===== src/rtl/control_pkg.sv =====
`default_nettype none
// ============================================================================
//  Module      : control_pkg
//  Description : Shared state encoding, opcode constants, ALU control codes
//                and the opcode class record for the multicycle controller.
//  Revision    : 1.0 - initial release
// ============================================================================
package control_pkg;

  // Controller states; codes 6 and 7 are unused and recover to IDLE.
  typedef enum logic [2:0] {
    ST_IDLE   = 3'd0,
    ST_FETCH  = 3'd1,
    ST_DECODE = 3'd2,
    ST_EXEC   = 3'd3,
    ST_MEM    = 3'd4,
    ST_WB     = 3'd5
  } state_e;

  // Major opcodes (instruction[6:0]).
  localparam logic [6:0] OP_R      = 7'b0110011;
  localparam logic [6:0] OP_IALU   = 7'b0010011;
  localparam logic [6:0] OP_LOAD   = 7'b0000011;
  localparam logic [6:0] OP_STORE  = 7'b0100011;
  localparam logic [6:0] OP_BRANCH = 7'b1100011;

  // ALU control encodings.
  localparam logic [1:0] ALU_ADD   = 2'b00;
  localparam logic [1:0] ALU_FUNCT = 2'b01;
  localparam logic [1:0] ALU_CMP   = 2'b10;

  // One-hot instruction class.
  typedef struct packed {
    logic r;
    logic ialu;
    logic load;
    logic store;
    logic branch;
    logic illegal;
  } op_class_t;

endpackage : control_pkg
`default_nettype wire


===== src/rtl/opcode_class.sv =====
`default_nettype none
// ============================================================================
//  Module      : opcode_class
//  Description : Combinational one-hot classifier of the 7-bit major opcode.
//  Revision    : 1.0 - initial release
// ============================================================================
module opcode_class
  import control_pkg::*;
(
  input  logic [6:0] opcode_i,
  output op_class_t  class_o
);

  // Exactly one class bit is set; anything unrecognised is ILLEGAL.
  always_comb begin
    class_o = '0;
    case (opcode_i)
      OP_R:      class_o.r       = 1'b1;
      OP_IALU:   class_o.ialu    = 1'b1;
      OP_LOAD:   class_o.load    = 1'b1;
      OP_STORE:  class_o.store   = 1'b1;
      OP_BRANCH: class_o.branch  = 1'b1;
      default:   class_o.illegal = 1'b1;
    endcase
  end

endmodule : opcode_class
`default_nettype wire


===== src/rtl/multicycle_control.sv =====
`default_nettype none
// ============================================================================
//  Module      : multicycle_control
//  Description : Multicycle processor control FSM (fetch/decode/exec/mem/wb)
//                with memory handshake and retired-instruction counter.
//  Revision    : 1.0 - initial release
// ============================================================================
module multicycle_control
  import control_pkg::*;
(
  input  logic        clk_i,
  input  logic        rst_i,
  input  logic        start_i,
  input  logic [6:0]  opcode_i,
  input  logic        branch_taken_i,
  input  logic        mem_ready_i,
  output logic        mem_req_o,
  output logic        mem_we_o,
  output logic        mem_addr_sel_o,
  output logic        ir_write_o,
  output logic        pc_write_o,
  output logic        pc_src_o,
  output logic [1:0]  alu_control_o,
  output logic        alu_src_2_o,
  output logic        reg_write_o,
  output logic        wb_sel_o,
  output logic        illegal_o,
  output logic        retired_o,
  output logic [31:0] instret_o,
  output logic [2:0]  state_o
);

  state_e      state_q, state_d;
  logic [31:0] instret_q, instret_d;
  op_class_t   op_cls;
  state_e      next_instr;
  logic        retire_evt;

  opcode_class u_opcode_class (
    .opcode_i (opcode_i),
    .class_o  (op_cls)
  );

  // Where a retiring instruction goes: keep running while start_i is held.
  assign next_instr = start_i ? ST_FETCH : ST_IDLE;

  // State and retired-count registers with synchronous active-low reset.
  always_ff @(posedge clk_i) begin
    if (!rst_i) begin
      state_q   <= ST_IDLE;
      instret_q <= '0;
    end else begin
      state_q   <= state_d;
      instret_q <= instret_d;
    end
  end

  // Next-state and Mealy output decode; every output defaults to 0.
  always_comb begin
    state_d        = state_q;
    mem_req_o      = 1'b0;
    mem_we_o       = 1'b0;
    mem_addr_sel_o = 1'b0;
    ir_write_o     = 1'b0;
    pc_write_o     = 1'b0;
    pc_src_o       = 1'b0;
    alu_control_o  = ALU_ADD;
    alu_src_2_o    = 1'b0;
    reg_write_o    = 1'b0;
    wb_sel_o       = 1'b0;
    illegal_o      = 1'b0;
    retire_evt     = 1'b0;

    case (state_q)
      ST_IDLE: begin
        if (start_i) state_d = ST_FETCH;
      end

      ST_FETCH: begin
        // Request is held with PC address until memory answers.
        mem_req_o = 1'b1;
        if (mem_ready_i) begin
          ir_write_o = 1'b1;
          pc_write_o = 1'b1;
          state_d    = ST_DECODE;
        end
      end

      ST_DECODE: begin
        if (op_cls.illegal) begin
          illegal_o  = 1'b1;
          retire_evt = 1'b1;
          state_d    = next_instr;
        end else begin
          state_d = ST_EXEC;
        end
      end

      ST_EXEC: begin
        if (op_cls.r) begin
          alu_control_o = ALU_FUNCT;
          state_d       = ST_WB;
        end else if (op_cls.ialu) begin
          alu_control_o = ALU_FUNCT;
          alu_src_2_o   = 1'b1;
          state_d       = ST_WB;
        end else if (op_cls.load || op_cls.store) begin
          alu_src_2_o = 1'b1;
          state_d     = ST_MEM;
        end else if (op_cls.branch) begin
          alu_control_o = ALU_CMP;
          pc_write_o    = branch_taken_i;
          pc_src_o      = branch_taken_i;
          retire_evt    = 1'b1;
          state_d       = next_instr;
        end else begin
          // Opcode changed under us; abandon the instruction.
          state_d = ST_IDLE;
        end
      end

      ST_MEM: begin
        // Address still comes from the ALU, so keep its controls steady.
        mem_req_o      = 1'b1;
        mem_addr_sel_o = 1'b1;
        mem_we_o       = op_cls.store;
        alu_src_2_o    = 1'b1;
        if (mem_ready_i) begin
          if (op_cls.store) begin
            retire_evt = 1'b1;
            state_d    = next_instr;
          end else begin
            state_d = ST_WB;
          end
        end
      end

      ST_WB: begin
        reg_write_o = 1'b1;
        wb_sel_o    = op_cls.load;
        retire_evt  = 1'b1;
        state_d     = next_instr;
      end

      default: state_d = ST_IDLE;
    endcase
  end

  // Counter wraps naturally at 32 bits.
  assign instret_d = instret_q + {31'd0, retire_evt};

  assign retired_o = retire_evt;
  assign instret_o = instret_q;
  assign state_o   = state_q;

endmodule : multicycle_control
`default_nettype wire


===== config.mk =====
export PLATFORM = sky130hd
export DESIGN_NAME = multicycle_control
export DESIGN_NICKNAME = d
export VERILOG_FILES = /design/src/rtl/control_pkg.sv /design/src/rtl/opcode_class.sv /design/src/rtl/multicycle_control.sv
export SDC_FILE = /design/constraint.sdc
export NUM_CORES = 1
export LEC_CHECK = 0
export ABC_AREA = 1
export CORE_MARGIN = 3
export CORE_UTILIZATION = 52
export DETAILED_ROUTE_END_ITERATION = 10
export PLACE_DENSITY = 0.89
export SLEW_MARGIN = 20
export SYNTH_ARGS = -nofsm -noshare
export SYNTH_HDL_FRONTEND = slang
export SYNTH_SLANG_ARGS = --single-unit

===== constraint.sdc =====
create_clock -name clk_i -period 5 [get_ports clk_i]
set_input_delay 1 -clock clk_i [delete_from_list [all_inputs] [get_ports clk_i]]
set_output_delay 1 -clock clk_i [all_outputs]
set_load 0.05 [all_outputs]

==> flow_metrics.env <==
export IMPL_status="finished, final reports clean"
export IMPL_grt_pass1_wl_mm=9.47
export IMPL_finalWeightedCongestion=0.913
export IMPL_critPathKind="in2out"
export IMPL_pwr_share_clk=0.343
export IMPL_ys_seq_elements=35
export IMPL_antenna_left=0
export IMPL_instances_no_fill=447
export IMPL_end_kind="primary output"
export IMPL_fin_area_um2=2870
export IMPL_max_cap_viol_count=0
export IMPL_cts_buffers=5
export IMPL_drtPass1Iterations=7
export IMPL_grtUsageTotal=0.237
export IMPL_start_kind="input pin"
export IMPL_areaGrowthSynthToFinish_pct=33.5
export IMPL_net_switching_power_uw=160
export IMPL_synth_area_um2=2150
export IMPL_drt_iter0_drc=132
export IMPL_finalHoldViolations=0
export IMPL_timing_final_max_slew_violations=0
export IMPL_setup_ws_ns=0.722
export IMPL_cts_resized=0
export IMPL_seqCellArea_um2=701
export IMPL_dp_hpwl_mm=4.42
export IMPL_p_int_uw=410
export IMPL_start_util=0.563
export IMPL_period_share=0.856
export IMPL_viasPerCell=5.37
export IMPL_dpl_cell_area_um2=2790
export IMPL_drt_total_wl_mm=5.65
export IMPL_ys_warn_count=0
export IMPL_drc=0
export IMPL_ir_drop_uv=169
export IMPL_post_cts_buffers=0
export IMPL_synth_edf_count=0
export IMPL_power_density_nw_per_um2=198
export IMPL_numClockSinks=35
export IMPL_worstPathMaxFanout=4
export IMPL_clock_skew_ns=0.00210
export IMPL_setup_tns_ns=0
export IMPL_fmax_mhz=234
export IMPL_async_flop_share=0
export IMPL_comb_power_share=0.157
export IMPL_root_buffer="clkbuf_8"
export IMPL_clkTransAtPathRegs_ns=0.07
export IMPL_antenna_found_initial=0
export IMPL_grt_ovfl_total=0
export IMPL_cts_buffer_depth=2
export IMPL_fp_dieArea_um2=4950
export IMPL_hp_class="reg2reg"
export IMPL_setup_viol=0
export IMPL_cts_hold_buf=0
export IMPL_clk_latency_ns=0.29
export IMPL_switching_share=0.280
export IMPL_place_inst=439
export IMPL_multi_input_area_um2=1230
export IMPL_fin_nets=413
export IMPL_crit_required_ns=4.00
export IMPL_die_x_um=70.4
export IMPL_synth_avg_cell_area_um2=6.43
export IMPL_vias=2402
export IMPL_die_y_um=70.4
export IMPL_worst_slew_pin_slew_ns=0.787
export IMPL_p_leak_uw=0.00104
export IMPL_filler_cell_count=298
export IMPL_wl_per_cell_um=12.6
export IMPL_numPortBuffers=59
export IMPL_cts_tree="built"
export IMPL_yosysSeqAreaShare=0.325
export IMPL_final_min_clock_period_ns=4.28
export IMPL_worstPathArrival_ns=3.28
export IMPL_drive_above_1_share=0.100
export IMPL_grt_pass1_vias=2175
export IMPL_seqPwrFrac=0.500
export IMPL_maxSlewHeadroom=0.475
export IMPL_rsz0062_at_grt="no"
export IMPL_rows=22
export IMPL_core_area_um2=3830
export IMPL_grt_max_degree=24
export IMPL_fin_util=0.751
export IMPL_synth_ff_type="dfxtp_1"
export IMPL_n_antenna_cell=0
export IMPL_io_pins=60
export IMPL_cts_max_level=2
export IMPL_synth_nets=350
export IMPL_synthDistinctLibCells=32
export IMPL_synthCells=335
export IMPL_place_ws_ns=0.761
[per-layer routing]
metal  vias to the layer above  track usage  share of wire
li1                       1199            -              -
met1                      1079        0.295           0.44
met2                       108        0.375           0.46
met3                        16       0.0604          0.070
met4                         0        0.115          0.027
met5                         -            0              0
[critical path: stages]
cell and delay, ns:
clkdlybuf4s50_1 0.46, inv_1 0.13, nand3_1 0.10, nor2_1 0.20
inv_1 0.06, nor2_1 0.13, nand2_1 0.06, a21boi_0 0.27
clkdlybuf4s50_1 0.87
[kinds of logic (layout without fill, tap and decap cells)]
logic type / after synthesis / after routing / synth area share
DFF: 35 / 35 / 0.325
AOI/OAI and AO/OA: 47 / 47 / 0.118
adders and majority gates: 3 / 3 / 0.0174
buffers and inverters: 60 / 124 / 0.105
and+or+nand+nor: 190 / 190 / 0.435
[flip-flops by register name, indices dropped and copies added (netlist names)]
| signal | cells |
|---|---|
| instret_o | 32 |
| state_o | 3 |
[cell usage after synthesis (all sizes together) (2+ instances only)]
cell,instances,area share
nand2,79,0.15
inv,57,0.099
nor2,53,0.11
dfxtp,35,0.33
a21oi,23,0.055
nor3,22,0.075
nand3,21,0.051
o21ai,17,0.040
nand4,4,0.012
clkbuf,3,0.0052
ha,3,0.017
nand3b,3,0.010
o21a,3,0.010
and2,2,0.0058
nor4,2,0.0058
or2,2,0.0058
[power groups by stage]
stage	Sequential, µW	Clock, µW	Combinational [µW]
detailed placement	291	0	89.1
finish	285	196	89.5
floorplan	300	0	48.9
global placement	291	0	88.1
CTS	285	202	89.4
global route	285	211	97.5
[path summary, 6_finish.rpt]
path                            cells after the start  slack, ns                      from                       end
worst max register to register                     16       2.20   state_o[0]$_SDFFE_PN0P_  instret_o[16]$_SDFF_PN0_
worst min-delay path                                2       0.49  instret_o[31]$_SDFF_PN0_  instret_o[31]$_SDFF_PN0_
worst max-delay path                                9       0.72               opcode_i[6]                 retired_o
worst min register to register                      2       0.49  instret_o[31]$_SDFF_PN0_  instret_o[31]$_SDFF_PN0_
[cell type report]
class	instances	share of cell area
Multi-Input combinational cell	240	0.427
Sequential cell	35	0.244
Timing Repair Buffer	59	0.205
Inverter	57	0.0744
Clock buffer	7	0.0266
Tap cell	48	0.0209
Clock inverter	1	0.00174
[cells in the final DEF (no fill, tap or decap), drive strengths merged, types with 4 or more instances in the layout]
cell,count
nor3,22
dfxtp,35
clkbuf,7
a21oi,23
o21ai,17
nand2,79
nand3,21
inv,57
nor2,53
nand4,4
clkdlybuf4s50,59
[per-stage QoR]
step	total power (µW)	hold slack, ns
2_1_floorplan	349	0.691
3_3_place_gp	379	0.467
3_5_place_dp	380	0.471
4_1_cts	576	0.483
5_1_grt	594	0.497
6_report	570	0.485
(Power assumes the default switching activity.)
